**src/rtl/tlm_pkg.sv**
```systemverilog
// tlm_pkg: shared widths, log-word types and sum splitter for the log-multiplier antilog path
package tlm_pkg;
  localparam int M = 11;
  localparam int FW = 16 - M;
  localparam int KW = 4;
  localparam int LW = KW + FW;
  localparam int PW = 32;
  typedef struct packed {
    logic [KW-1:0] k;
    logic [FW-1:0] y;
  } tlog_t;
  typedef struct packed {
    logic [KW:0]   k;
    logic [FW-1:0] f;
  } split_t;
  function automatic split_t split_sum(input logic [LW:0] sum);
    return split_t'(sum);
  endfunction
endpackage

```
**src/rtl/tlm_antilog_shift.sv**
```systemverilog
// tlm_antilog_shift: combinational antilog shifter; TLM_ANTILOG_ROUND_EN appends a half-LSB before truncating
module tlm_antilog_shift
  import tlm_pkg::*;
(
  input  logic [KW:0]   k,
  input  logic [FW-1:0] f,
  output logic [PW-1:0] product
);
  localparam int WW = PW + FW + 2;
`ifdef TLM_ANTILOG_ROUND_EN
  assign product = PW'((WW'({1'b1, f, 1'b1}) << k) >> (FW + 1));
`else
  assign product = PW'((WW'({1'b1, f}) << k) >> FW);
`endif
endmodule

```
**src/rtl/tlm_antilog_pipe.sv**
```systemverilog
// tlm_antilog_pipe: two-stage log-add and antilog pipeline with valid/ready; TLM_ANTILOG_ROUND_EN selects rounding
module tlm_antilog_pipe
  import tlm_pkg::*;
(
  input  logic          clk,
  input  logic          rst,
  input  logic          in_valid,
  output logic          in_ready,
  input  logic [LW-1:0] tlog_a,
  input  logic [LW-1:0] tlog_b,
  input  logic          zero_a,
  input  logic          zero_b,
  output logic          out_valid,
  input  logic          out_ready,
  output logic [PW-1:0] product
);
  logic          s1_valid, s1_zero, s2_valid, adv1, adv2;
  logic [LW:0]   s1_sum;
  logic [PW-1:0] shifted;
  split_t        sp;
  assign adv2 = !s2_valid || out_ready;
  assign adv1 = !s1_valid || adv2;
  assign in_ready = adv1;
  assign out_valid = s2_valid;
  assign sp = split_sum(s1_sum);
  tlm_antilog_shift u_shift (
    .k       (sp.k),
    .f       (sp.f),
    .product (shifted)
  );
  always_ff @(posedge clk) begin
    if (rst) begin
      s1_valid <= 1'b0;
      s1_zero  <= 1'b0;
      s1_sum   <= '0;
      s2_valid <= 1'b0;
      product  <= '0;
    end else begin
      if (adv1) begin
        s1_valid <= in_valid;
        if (in_valid) begin
          s1_sum  <= {1'b0, tlog_a} + {1'b0, tlog_b};
          s1_zero <= zero_a || zero_b;
        end
      end
      if (adv2) begin
        s2_valid <= s1_valid;
        if (s1_valid) product <= s1_zero ? '0 : shifted;
      end
    end
  end
endmodule

```
**config.mk**
```make
export PLATFORM = sky130hd
export DESIGN_NAME = tlm_antilog_pipe
export DESIGN_NICKNAME = d
export VERILOG_FILES = /design/src/rtl/tlm_pkg.sv /design/src/rtl/tlm_antilog_shift.sv /design/src/rtl/tlm_antilog_pipe.sv
export SDC_FILE = /design/constraint.sdc
export NUM_CORES = 1
export LEC_CHECK = 0
export ABC_AREA = 1
export CAP_MARGIN = 5
export CORE_MARGIN = 5
export CORE_UTILIZATION = 46
export DETAILED_ROUTE_END_ITERATION = 16
export GPL_TIMING_DRIVEN = 0
export HOLD_SLACK_MARGIN = 0.03
export PLACE_DENSITY = 0.81
export SYNTH_ARGS = -nofsm -noshare
export SYNTH_HDL_FRONTEND = slang
export SYNTH_SLANG_ARGS = --single-unit
```
**constraint.sdc**
```tcl
create_clock -name clk -period 2.5 [get_ports clk]
set_clock_uncertainty 0.1 [all_clocks]
set_input_delay 0.75 -clock clk [delete_from_list [all_inputs] [get_ports clk]]
set_output_delay 0.75 -clock clk [all_outputs]
set_load 0.01 [all_outputs]
```
==> results of run 1 <==
cells in the mapped netlist, types with 2 or more instances:
library cell,n
a211oi_1,3
a21oi_1,39
a22oi_1,3
buf_2,6
buf_6,3
clkbuf_1,7
dfxtp_1,45
ha_1,9
inv_1,26
inv_2,2
nand2_1,90
nand2_2,3
nand3_1,51
nand4_1,9
nor2_1,29
nor3_1,2
o21ai_0,6
o21ai_1,3
xor2_1,3
cells by family (layout without fill, tap and decap cells):
group | after synthesis | count (layout) | synth area share (%)
AOI/OAI and AO/OA | 60 | 60 | 13.7
adders and majority gates | 10 | 10 | 5.48
buffers and inverters | 47 | 110 | 8.79
DFF | 45 | 45 | 37.2
and+or+nand+nor | 187 | 187 | 33.7
xor gates and xnor gates | 3 | 3 | 1.09
placed cells by master (no fill, tap or decap), types with 2 or more instances in the layout:
master | netlist | routed
a211oi_1 | 3 | 3
a21oi_1 | 39 | 39
a22oi_1 | 3 | 3
buf_2 | 6 | 6
buf_6 | 3 | 3
clkbuf_1 | 7 | 7
clkbuf_8 | 0 | 6
clkdlybuf4s50_1 | 0 | 55
dfxtp_1 | 45 | 45
ha_1 | 9 | 8
inv_1 | 26 | 26
inv_2 | 2 | 2
nand2_1 | 90 | 90
nand2_2 | 3 | 3
nand3_1 | 51 | 50
nand4_1 | 9 | 9
nor2_1 | 29 | 29
nor3_1 | 2 | 2
o21ai_0 | 6 | 6
o21ai_1 | 3 | 2
o21ai_2 | 1 | 2
xor2_1 | 3 | 3
registers in the layout, summed over array words and instances (netlist names):
register   cells
product       32
s1_sum        10
out_valid      1
s1_valid       1
s1_zero        1
worst register-to-register path: stages, from the launching register on:
cell     delay, ns
dfxtp_1       0.31
buf_6         0.13
inv_4         0.09
nand2_1       0.10
nor3_1        0.27
or2_2         0.19
nand3_1       0.12
a21oi_1       0.16
per-stage QoR:
step / hold WS, ns / power [mW] / util [%] / cell area, um^2 / worst slack [ns]
floorplan: 0.358 / 1.02 / - / 2420 / 0.413
detailed placement: 0.356 / 1.14 / 60.0 / 3070 / -0.307
CTS: 0.369 / 1.59 / 61.8 / 3160 / 0.0161
global route: 0.381 / 1.67 / 62.1 / 3170 / 0.0321
finish: 0.367 / 1.60 / 62.1 / 3170 / 0.0655
global placement: 0.352 / 1.14 / 60.0 / 3070 / -0.281
timing repair:
| action | CTS | global route |
|---|---|---|
| pin swaps | 0 | 1 |
| setup endpoints to repair | 1 | 4 |
| hold buffers | 0 | 0 |
| cloned | 0 | 0 |
| gates resized for setup | 3 | 4 |
power by group:
group          total [mW]  internal (mW)  switching, mW
logic               0.371          0.143          0.227
registers           0.763          0.742         0.0213
clock network       0.462          0.219          0.243
per-layer routing:
metal | share of wire (%) | GRT usage, % | routed length, um | up-vias
li1 | - | - | - | 1299
met4 | 1.5 | 5.88 | 102 | 0
met5 | 0 | 0 | 0 | -
met2 | 49 | 36.2 | 3250 | 72
met3 | 4.8 | 2.71 | 316 | 9
met1 | 44 | 25.5 | 2920 | 1142
final timing paths:
kind,cells after the start,startpoint,slack [ns],to
setup / recovery,4,out_ready,0.07,in_ready
hold / removal,2,product[23],0.37,product[23]
setup reg to reg,7,s1_sum[5],0.96,product[3]
hold reg to reg,2,product[23],0.37,product[23]
area by class of cell:
type	count	area share [%]
tap	70	2.76
clock buffer	6	2.60
buffer	17	3.08
inverter	30	3.63
clock inverter	1	0.237
timing repair buffer	56	17.7
multi-input combinational	260	41.6
sequential	45	28.4
==> impl_metrics.yaml, run 1 <==
logic_synthesis:
  syn_area_um2: 2420
  synthArstFlopShare_pct: 0
  synth-seq-cells: 45
  synth.top_cell.area_share_pct: 37.2
  ys.flop_type: "dfxtp_1"
  synth_edf_count: 0
  syn_area_per_cell_um2: 6.87
  yosysWarnings: 0
  yosysSeqAreaShare_pct: 37.2
  synth_cells: 352
  synth_top_cell_by_area: "dfxtp_1"
  ys_types: 32
  syn-num-nets: 386
  ys_top_cells_by_area: "dfxtp_1 (37%), nand2_1 (14%), nand3_1 (11%)"
floorplan:
  rows: 26
  die_w_um: 82.5
  initial_utilization_pct: 47.4
  die_h_um: 82.5
  die_area_um2: 6810
  ios: 58
  core_area_um2: 5110
placed_design:
  place_inst: 478
  io_buffer_count: 56
  dp_hpwl_mm: 5.15
  place.gp.congestion: 0.897
cts:
  ctsRootBufferMaster: "clkbuf_8"
  cts_buffers: 5
  cts_sinks: 45
  h-tree-depth: 2
  cts_tree: "yes"
  clk_path_buf_depth: 2
  postCtsSetupRepairBufs: 0
  worstSkewPairLatency_ns: 0.29
  path_clk_slew_ns: 0.08
drt:
  routedWlPerCell_um: 13.6
  routed_wl_mm: 6.59
  dr.pass1.iters: 4
  drt_first_iter_violations: 131
  num_vias: 2522
  vias_per_cell: 5.20
  drc: 0
  ant_nets: 0
cells_and_area:
  diodes: 0
  multi_input_area_um2: 1320
  final_layout_size_suffix_gt1_share_pct: 7.71
  nets: 449
  fin_cells: 485
  nFillCells: 496
  seqCellArea_um2: 901
  syn_to_final_growth_pct: 31.1
worst_setup_path:
  cp.required_ns: 1.65
  crit_type: "in -> out"
  critPathBufInv: 3
  critPathLaunchType: "input port"
  path_cells: "clkdlybuf4s50_1, inv_1, nand3_2, clkdlybuf4s15_2"
  slowest_delay_ns: 0.39
  crit_arrival_ns: 1.58
  cp_max_fo: 3
  crit_family: "buffers and inverters"
  worst_path_max_delay_cell: "clkdlybuf4s50_1"
  cp-end-kind: "output port"
sta:
  rsz0062_at_grt: "false"
  max_freq_mhz: 411
  fin_setup_tns_ns: 0
  finalMaxSlewViolations: 0
  max_slew_margin_pct: 65.0
  setup_viol: 0
  min_period_over_period_pct: 97.4
  min_period_ns: 2.43
  hold_violations: 0
  worst_pin_slew_ns: 0.526
pwr:
  peakVddDrop_mv: 0.261
  power.density_nw_per_um2: 503
  power.leakage_nw: 1.29
outcome:
  outcome: "finished clean"
global_route:
  first_global_vias: 2355
  grt-ovfl-total: 0
  grtUsageTotal_pct: 20.3
  antenna_found_initial: 0
  grt_pass1_wl_mm: 10.8
  grt_max_degree: 14
min_path:
  worstHoldPathType: "reg -> reg"
flow_run:
  maxCapViolCount: 0
No activity file was read; power rests on OpenSTA's default activity.
==> run 2: changes to the inputs <==
--- a/config.mk
+++ b/config.mk
@@ -14,2 +14,3 @@
 export HOLD_SLACK_MARGIN = 0.03
+export MAX_ROUTING_LAYER = met4
 export PLACE_DENSITY = 0.81
--- a/constraint.sdc
+++ b/constraint.sdc
@@ -4,2 +4,2 @@
 set_output_delay 0.75 -clock clk [all_outputs]
-set_load 0.01 [all_outputs]
+set_load 0.1 [all_outputs]
==> run 2 against run 1 <==
  * Clock power increased by 18%
  * Largest power group unchanged
  * Core utilization decreased by 0.32 points
  * Critical endpoint unchanged
  * Maximum frequency about the same
  * Flip-flop and latch count unchanged
==> impl_metrics.yaml, run 2 (synthesis results as in run 1) <==
outcome:
  outcome: "finished clean"
sta:
  rsz0062_at_grt: "false"
  worst_pin_slew_ns: 0.972
  fin_ws_ns: 0.0645
  hold_violations: 0
  max_freq_mhz: 411
  max_slew_margin_pct: 35.5
  setup_viol: 0
  min_period_over_period_pct: 97.4
  holdWs_ns: 0.365
  min_period_ns: 2.44
  finalMaxSlewViolations: 0
cells_and_area:
  postLayoutCellArea_um2: 3160
  largest_register: "product"
  diodes: 0
  syn_to_final_growth_pct: 30.5
  largest_reg_flops: 32
  layout_common_cells: "nand2_1 (90), nand3_1 (50), dfxtp_1 (45), a21oi_1 (39), dlygate4sd2_1 (32)"
  final_layout_size_suffix_gt1_share_pct: 7.21
  reg_top3: "product (32), s1_sum (10)"
  nets: 449
  final_common_cell: "nand2_1"
pwr:
  power.leakage_nw: 1.46
  power.density_nw_per_um2: 548
  peakVddDrop_mv: 0.379
  power_mw: 1.73
global_route:
  grt-ovfl-total: 0
  grt_pass1_wl_mm: 10.8
  antenna_found_initial: 0
  grt_max_degree: 15
  grtUsageTotal_pct: 21.0
  first_global_vias: 2376
drt:
  routed_wl_mm: 6.46
  ant_nets: 0
  num_vias: 2541
  dr.pass1.iters: 4
  drc: 0
  vias_per_cell: 5.23
  drt_first_iter_violations: 207
  routedWlPerCell_um: 13.3
worst_setup_path:
  critPathBufInv: 3
  cp-end-kind: "output port"
  path_cells: "clkdlybuf4s50_1, inv_1, nand3_4, buf_6"
  r2r_slack_ns: 0.96
  worst_path_max_delay_cell: "clkdlybuf4s50_1"
  worstReg2RegEnd: "product[7]"
  slowest_delay_ns: 0.45
  crit_end: "in_ready"
  crit_cells: 4
  r2r_cells: 5
  critPathLaunchType: "input port"
  cp.required_ns: 1.65
  crit_arrival_ns: 1.59
  crit_type: "in -> out"
  cp_max_fo: 3
  cp-startpoint: "out_ready"
  reg2reg_from: "out_valid"
  crit_family: "buffers and inverters"
cts:
  cts_buffers: 5
  path_clk_slew_ns: 0.09
  ctsRootBufferMaster: "clkbuf_8"
  cts_tree: "yes"
  worstSkewPairLatency_ns: 0.30
  clk_path_buf_depth: 2
  cts_sinks: 45
  h-tree-depth: 2
  postCtsSetupRepairBufs: 0
placed_design:
  post-place-ws_ns: -0.853
  io_buffer_count: 56
  dp_hpwl_mm: 5.17
  dpl_cell_area_um2: 3080
  place.gp.congestion: 0.915
flow_run:
  maxCapViolCount: 0
floorplan:
  core_area_um2: 5110
  initial_utilization_pct: 47.4
  die_h_um: 82.5
  die_w_um: 82.5
  die_area_um2: 6810
  ios: 58
  rows: 26
min_path:
  worstHoldPathType: "reg -> reg"
[run 2: cell count changes in the layout (fill, tap and decap cells not counted), sizes merged]
| cell | change |
|---|---|
| bufinv | +1 |
| clkinv | +1 |
| dlygate4sd2 | +32 |
| buf | +1 |
| clkinvlp | -1 |
| clkdlybuf4s50 | -33 |
[run 2: how the worst min path moves through the flow]
| stage | from | to | cells past startpoint |
|---|---|---|---|
| 2_1_floorplan | s1_sum[0] | s1_sum[0] | 2 |
| 3_3_place_gp | product[19] | product[19] | 2 |
| 3_5_place_dp | product[21] | product[21] | 2 |
| 4_1_cts | product[21] | product[21] | 2 |
| 5_1_grt | product[26] | product[26] | 2 |
| 6_report | product[24] | product[24] | 2 |
[run 2: per-stage QoR]
step	utilization, %	cells	TNS (ns)
2_1_floorplan	-	352	0
3_3_place_gp	60.3	478	-1.54
3_5_place_dp	60.3	478	-1.71
4_1_cts	61.8	486	0
5_1_grt	61.8	486	0
6_report	61.8	486	0
[run 2: cell type report]
cell class,instances,area [um^2]
fillers,509,1950
multi-input cells,260,1320
repair buffers,56,522
clock buffers,6,72.6
well taps,70,87.6
clock inverters,2,38.8
plain buffers,17,97.6
inverters,30,115
flip-flops and latches,45,901
[run 2: where the power goes]
part	switching (mW)	internal, mW	total [mW]
Clock	0.247	0.300	0.547
Combinational	0.283	0.137	0.420
Sequential	0.0208	0.742	0.762
[run 2: repair_timing]
action / 4_1_cts / 5_1_grt
hold buffers: 0 / 0
cloned: 0 / 0
resized for setup: 41 / 1
pin swaps: 0 / 1
endpoints found under the setup margin: 35 / 2
[run 2: worst register-to-register path, stage by stage (launching register included)]
cell and delay, ns:
dfxtp_1 0.41, nand2_2 0.11, nand2_4 0.11, clkbuf_1 0.46
nand2_1 0.11, a21oi_1 0.17
[run 2: layer usage]
metal	part of all wire (%)	vias to the layer above	track usage (%)
li1	-	1295	-
met1	46	1150	27.3
met2	46	84	33.7
met3	5.1	12	2.60
met4	2.6	0	7.35
met5	0	-	-
==> run 3: changes to the inputs <==
- CORE_UTILIZATION: 46 -> 50
- PLACE_DENSITY: 0.81 -> 0.86
==> run 3 against run 2 <==
  * Clock power shrank 14%
  * Critical endpoint unchanged
  * Clock-buffer cell count is the same
  * Highest routed layer unchanged
  * Hold slack lost 0.0026 ns
  * Combinational power is essentially flat
  * Critical path depth is the same
==> impl_metrics.yaml, run 3 (synthesis results as in run 1) <==
cells_and_area:
  nets: 449
  multi_input_area_um2: 1330
  final_layout_size_suffix_gt1_share_pct: 7.93
  diodes: 0
  largest_reg_flops: 32
  reg_top3: "product (32), s1_sum (10)"
  syn_to_final_growth_pct: 29.8
  final_common_cell: "nand2_1"
  nFillCells: 451
  layout_common_cells: "nand2_1 (90), nand3_1 (50), dfxtp_1 (45), a21oi_1 (39), dlygate4sd2_1 (33)"
  seqCellArea_um2: 901
  postLayoutCellArea_um2: 3140
  largest_register: "product"
global_route:
  grt-ovfl-total: 0
  first_global_vias: 2311
  antenna_found_initial: 0
  grtUsageTotal_pct: 21.8
  grt_max_degree: 15
  grt_pass1_wl_mm: 10.7
cts:
  cts_buffers: 5
  h-tree-depth: 2
  ctsRootBufferMaster: "clkbuf_8"
  postCtsSetupRepairBufs: 0
  cts_tree: "yes"
  worstSkewPairLatency_ns: 0.30
  clk_path_buf_depth: 2
  cts.hold.buffers_added: 0
  cts_sinks: 45
  path_clk_slew_ns: 0.08
pwr:
  p_int_mw: 1.10
  power.leakage_nw: 1.45
  p_sw_share_pct: 33.3
  power_frac_seq_pct: 46.0
  p_clk_share_pct: 28.6
  power_frac_comb_pct: 25.4
  power.density_nw_per_um2: 527
  peakVddDrop_mv: 0.287
  p_switching_mw: 0.552
  power_mw: 1.66
floorplan:
  initial_utilization_pct: 51.2
  die_w_um: 79.6
  ios: 58
  core_area_um2: 4720
  die_h_um: 79.6
  die_area_um2: 6330
  rows: 25
min_path:
  worstHoldPathType: "reg -> reg"
placed_design:
  post-place-ws_ns: -0.854
  dpl_cell_area_um2: 3080
  io_buffer_count: 56
  dp_hpwl_mm: 5.24
  place.gp.congestion: 0.913
drt:
  vias_per_cell: 5.20
  routed_wl_mm: 6.54
  dr.pass1.iters: 4
  num_vias: 2511
  routedWlPerCell_um: 13.5
  drt_first_iter_violations: 156
  ant_nets: 0
  drc: 0
sta:
  setup_viol: 0
  worst_pin_slew_ns: 0.981
  max_slew_margin_pct: 34.8
  holdWs_ns: 0.362
  fin_setup_tns_ns: 0
  finalMaxSlewViolations: 0
  rsz0062_at_grt: "false"
  max_freq_mhz: 408
  min_period_over_period_pct: 98.0
  hold_violations: 0
  fin_ws_ns: 0.0498
  min_period_ns: 2.45
worst_setup_path:
  critPathBufInv: 3
  worst_path_max_delay_cell: "clkdlybuf4s50_1"
  cp_max_fo: 3
  critPathLaunchType: "input port"
  crit_family: "buffers and inverters"
  crit_arrival_ns: 1.60
  cp-end-kind: "output port"
  crit_type: "in -> out"
  cp.required_ns: 1.65
  path_cells: "clkdlybuf4s50_1, inv_1, nand3_4, buf_6"
  slowest_delay_ns: 0.46
outcome:
  outcome: "finished clean"
flow_run:
  maxCapViolCount: 0
run 3: routing by layer:
layer / GRT usage [%] / wire (um) / vias to the layer above
met5: - / 0 / -
met4: 5.33 / 59 / 0
met3: 2.82 / 395 / 5
met2: 36.4 / 3170 / 90
met1: 28.0 / 2910 / 1121
li1: - / - / 1295
run 3: repair_timing:
action                     CTS  global route
setup endpoints to repair   36             2
resized for setup           41             2
cloned                       0             0
pin swaps                    0             1
run 3: worst reg2reg max path, stage by stage, from the launching register on:
cell     delay [ns]
dfxtp_1        0.31
buf_6          0.13
inv_4          0.09
nand2_1        0.11
nor3_1         0.26
or2_2          0.18
nand3_1        0.12
a21oi_1        0.16
run 3: cell type report:
type / instances / area share (%)
timing repair buffer: 56 / 16.6
clock inverter: 2 / 0.438
inverter: 30 / 3.67
clock buffer: 6 / 2.63
tap: 67 / 2.67
sequential: 45 / 28.7
buffer: 17 / 3.11
multi-input combinational: 260 / 42.2
run 3: power by group through the flow:
stage	sequential [mW]	clock, mW	combinational [mW]
after floorplan	0.834	0	0.242
after global placement	0.778	0	0.418
after detailed placement	0.779	0	0.422
after CTS	0.762	0.476	0.419
after global routing	0.766	0.513	0.466
final	0.762	0.473	0.421
run 3: path summary, 6_finish.rpt:
path              start          to  slack (ns)  depth (start not counted)
max reg2reg   s1_sum[5]  product[3]        0.98                          7
min reg2reg  product[8]  product[8]        0.36                          2
min          product[8]  product[8]        0.36                          2
max           out_ready    in_ready        0.05                          4
run 3: through the flow:
step | std cells | utilization, %
after floorplan | 352 | -
after detailed placement | 475 | 65.1
final | 483 | 66.5
after global placement | 475 | 65.1
after global routing | 483 | 66.5
after CTS | 483 | 66.4
==> RTL edit 1: new RTL, settings of run 2 <==
Set the package constant `KW` to 5 (it was 4).
--- a/src/rtl/tlm_pkg.sv
+++ b/src/rtl/tlm_pkg.sv
@@ -3,5 +3,5 @@
   localparam int M = 11;
   localparam int FW = 16 - M;
-  localparam int KW = 4;
+  localparam int KW = 5;
   localparam int LW = KW + FW;
   localparam int PW = 32;
Interface: changed (resized tlog_a and tlog_b); port bits go from 58 to 60. No check against the original RTL was run, so the function may have changed too.
==> RTL edit 1 against run 2 <==
Setup slack lost 36 ps. Sequential power grew 3.0%. Total power grew 2.8%. Sequential cell count grew 1. Register-to-register slack lost 50 ps. Routed wire length grew 16%. Cell area grew 11%. Cell count grew 11%. Area after synthesis grew 14%. Via count grew 12%.
==> RTL edit 1: results (changes against run 2) <==
Lkg Pwr -> 1.60 nW (+10%)
syn nets -> 434 (+12%)
Worst path max stage delay -> 470 ps (+20 ps)
layout cells sized above 1 -> 12.5% (+5.3 points)
Placed Cells incl. Taps -> 530 (+11%)
drt initial violations -> 169 (-18%)
Tot GR Track Use -> 21.1% (+0.075 points)
HPWL Detailed -> 6010 um (+16%)
overall via count from detail_route -> 2838 (+12%)
max-cap violations -> 0 (unchanged)
most frequent cells after synthesis -> 117 x nand2_1, 46 x a21oi_1, 46 x dfxtp_1
ys async rst share -> 0% (unchanged)
Slew HR -> 35.4% (-0.050 points)
adder-cell share of the synthesized area -> 5.26% (-0.23 points)
CP arrival -> 1620 ps (+30 ps)
Num CTS Buffers -> 5 (unchanged)
Worst-path clk slew -> 80 ps
final core occ -> 59.5% (-2.2 points)
Worst-Skew Late Latency -> 300 ps (about the same)
Pre-antenna DRT Iters -> 5 (+1)
Seq/Total Area, Yosys -> 33.4% (-3.9 points)
n_diodes -> 0 (unchanged)
Filler cells -> 594 (+17%)
synth unique cells -> 34 (+6.3%)
largest family of logic cells by synthesized area -> simple AND/OR/NAND/NOR gates
Worst IR Drop VDD -> 0.000264 V (-30%)
Sw Ratio -> 35.3% (+3.5 points)
worst min path class -> reg -> reg
port buffer count -> 58 (+3.6%)
routability congestion estimate -> 1.00 (+9.3%)
largest net degree at the start of global routing -> 14 (-1)
Post-Layout Cell Count -> 538 (+11%)
Place WS -> -819 ps (+34.2 ps)
biggest regs -> product x32, s1_sum x11
first-pass GRT wire length -> 12300 um (+14%)
initial antenna violation count -> 0 (unchanged)
Synth Area in Compound Gates -> 17.1% (+3.4 points)
status -> finished clean
Mean Syn Cell Area -> 6.95 um^2 (+1.2%)
Nets -> 499 (+11%)
Post-DP Area -> 3450 um^2 (+12%)
Clock Path Buffers -> 2 (unchanged)
Synth Area in XOR/XNOR -> 0.952% (-0.13 points)
number of global-route vias before repair -> 2698 (+14%)
Main synth FF type -> dfxtp_1
DRT Wirelength -> 7510 um (+16%)
synth top area cells -> dfxtp_1 33%, nand2_1 16%, a21oi_1 8.3%, nand3_1 6.3%, ha_1 4.5%
-- RTL edit 1: layout make-up --
| cell class | count | share of cell area (%) |
|---|---|---|
| buffer | 20 | 3.28 |
| clock buffer | 7 | 2.46 |
| clock inverter | 1 | 0.143 |
| inverter | 36 | 4.03 |
| multi-input combinational | 295 | 45.8 |
| sequential | 46 | 26.3 |
| tap | 75 | 2.68 |
| timing repair buffer | 58 | 15.3 |
-- RTL edit 1: power groups by stage --
stage / Sequential (mW) / Clock, mW / Combinational, mW
2_1_floorplan: 0.870 / 0 / 0.307
3_3_place_gp: 0.801 / 0 / 0.519
3_5_place_dp: 0.802 / 0 / 0.524
4_1_cts: 0.785 / 0.475 / 0.519
5_1_grt: 0.788 / 0.507 / 0.577
6_report: 0.785 / 0.469 / 0.523
-- RTL edit 1: worst paths after layout --
kind	cells past startpoint	endpoint	slack, ps	from
setup / recovery	4	in_ready	30	out_ready
hold / removal	2	product[28]	370	product[28]
setup reg to reg	8	product[22]	910	out_valid
hold reg to reg	2	product[28]	370	product[28]
-- RTL edit 1: cells by family after synthesis --
kind of cell / Yosys count
AND/OR/NAND/NOR: 199
AO/OA/AOI/OAI: 82
buffers and inverters: 56
flip-flops: 46
adder cells (fa/ha/maj): 11
XOR/XNOR: 3
-- RTL edit 1: critical path: cells and delay by family --
| family | cells | cell delay [ps] |
|---|---|---|
| buf+inv | 3 | 810 |
| simple gates | 1 | 60 |
-- RTL edit 1: timing repair --
item	in CTS	in global routing
gates resized for setup	39	2
cloned	0	0
pin swaps	0	1
endpoints found under the setup margin	34	3
-- RTL edit 1: per-layer routing --
layer	vias up	wire, um	track usage [%]
met4	0	146	6.42
li1	1447	-	-
met3	13	370	3.22
met2	89	3890	39.1
met1	1289	3110	22.8
met5	-	0	-
==> RTL edit 2: new RTL, flow settings as in run 2 <==
Made on the original files. Reset style: asynchronous (`rst`), changed in one clocked block.
--- a/src/rtl/tlm_antilog_pipe.sv
+++ b/src/rtl/tlm_antilog_pipe.sv
@@ -29,5 +29,5 @@
     .product (shifted)
   );
-  always_ff @(posedge clk) begin
+  always_ff @(posedge clk or posedge rst) begin
     if (rst) begin
       s1_valid <= 1'b0;
Formal check against the unedited RTL: differs if rst is asserted again (counterexample within 4 cycles, from zero or initial values and one cycle with rst high); with rst held inactive, the same outputs for 10 cycles.
==> RTL edit 2 against run 2 <==
Die area grew 4.0%. Setup slack lost 28 ps. Sequential cell count is the same. Area after synthesis grew 4.6%. Routed wire length shrank 6.9%. Cell area grew 4.0%. Critical path type is now reg -> out. Critical endpoint is now out_valid.
Power is not compared: it rests on default switching activity, and its combinational part moved more than twofold at a synthesized area within 25%.
==> RTL edit 2: results (changes against run 2) <==
status -> finished clean
layout cells sized above 1 -> 9.37% (+2.2 points)
Post-DP Area -> 3200 um^2 (+4.0%)
synth top area cells -> dfrtp_1 45%, nand2_1 20%, nand3_1 7.3%, ha_1 4.5%, inv_1 3.7%
GRT met1 Usage -> 20.7% (-6.6 points)
port buffer count -> 57 (+1.8%)
CP max-delay cell -> dlygate4sd2_1
final worst path period share -> 98.5% (+1.1 points)
M3 GR Usage -> 3.14% (+0.54 points)
Tot GR Track Use -> 17.9% (-3.1 points)
Root Buffer -> clkbuf_8
ys async rst share -> 100% (+100 points)
met2 wire len -> 3100 um (+4.1%)
CP arrival -> 1610 ps (+20 ps)
wire length per cell -> 12.9 um (-3.1%)
grt met2 use -> 30.6% (-3.1 points)
synth unique cells -> 31 (-3.1%)
most frequent cells after synthesis -> 132 x nand2_1, 45 x dfrtp_1, 37 x nand3_1
routability congestion estimate -> 0.914 (-0.11%)
Mean Syn Cell Area -> 7.67 um^2 (+12%)
Main synth FF type -> dfrtp_1
Metal-1 WL -> 2490 um (-17%)
Slew HR -> 34.7% (-0.78 points)
syn nets -> 364 (-5.7%)
overall via count from detail_route -> 2356 (-7.3%)
Nets -> 428 (-4.7%)
largest net degree at the start of global routing -> 46 (+31)
drt initial violations -> 193 (-6.8%)
Placed Cells incl. Taps -> 459 (-4.0%)
-- RTL edit 2: cell count changes in the layout (fill, tap and decap cells not counted), moves of 6 or more --
cell             run 2  this run
clkbuf_1             8         2
nand3_1             50        36
o21ai_1              2        13
nand2_1             90       132
a21oi_1             39         6
dfxtp_1             45         0
dfrtp_1              0        45
nor2_1              29         7
-- RTL edit 2: worst paths after layout --
path,endpoint,slack (ps),depth (start not counted),startpoint
max in group asynchronous,product[19],870,2,rst
min in group asynchronous,product[25],860,2,rst
worst max-delay path,out_valid,40,1,out_valid
worst max register to register,product[11],920,7,s1_sum[5]
worst min register to register,product[22],380,2,product[22]
worst min-delay path,product[22],380,2,product[22]
-- RTL edit 2: power by group --
group | switching (mW) | total (mW) | internal, mW
clock | 0.257 | 0.556 | 0.299
sequential | 0.0866 | 0.931 | 0.845
combinational | 1.09 | 1.40 | 0.314
total | 1.43 | 2.89 | 1.46
-- RTL edit 2: area by class of cell --
| type | count | area [um^2] |
|---|---|---|
| timing repair buffer | 57 | 531 |
| fill | 526 | 2160 |
| clock inverter | 3 | 46.3 |
| tap | 72 | 90.1 |
| buffer | 8 | 48.8 |
| multi-input combinational | 247 | 1260 |
| inverter | 30 | 113 |
| sequential | 45 | 1130 |
| clock buffer | 5 | 68.8 |
-- RTL edit 2: cell families (layout without fill, tap and decap cells) --
logic type / count (synthesis) / count (layout) / synth area share [%]
buf+inv: 38 / 103 / 6.38
compound gates: 37 / 37 / 8.31
simple gates: 197 / 197 / 34.5
xor+xnor: 3 / 3 / 1.04
fa+ha+maj: 10 / 10 / 5.24
flops: 45 / 45 / 44.5
-- RTL edit 2: tightest hold or removal path: cells and delay by family (launching register included) --
family | cells | cell delay [ps]
flip-flops | 1 | 350
AND/OR/NAND/NOR | 2 | 100
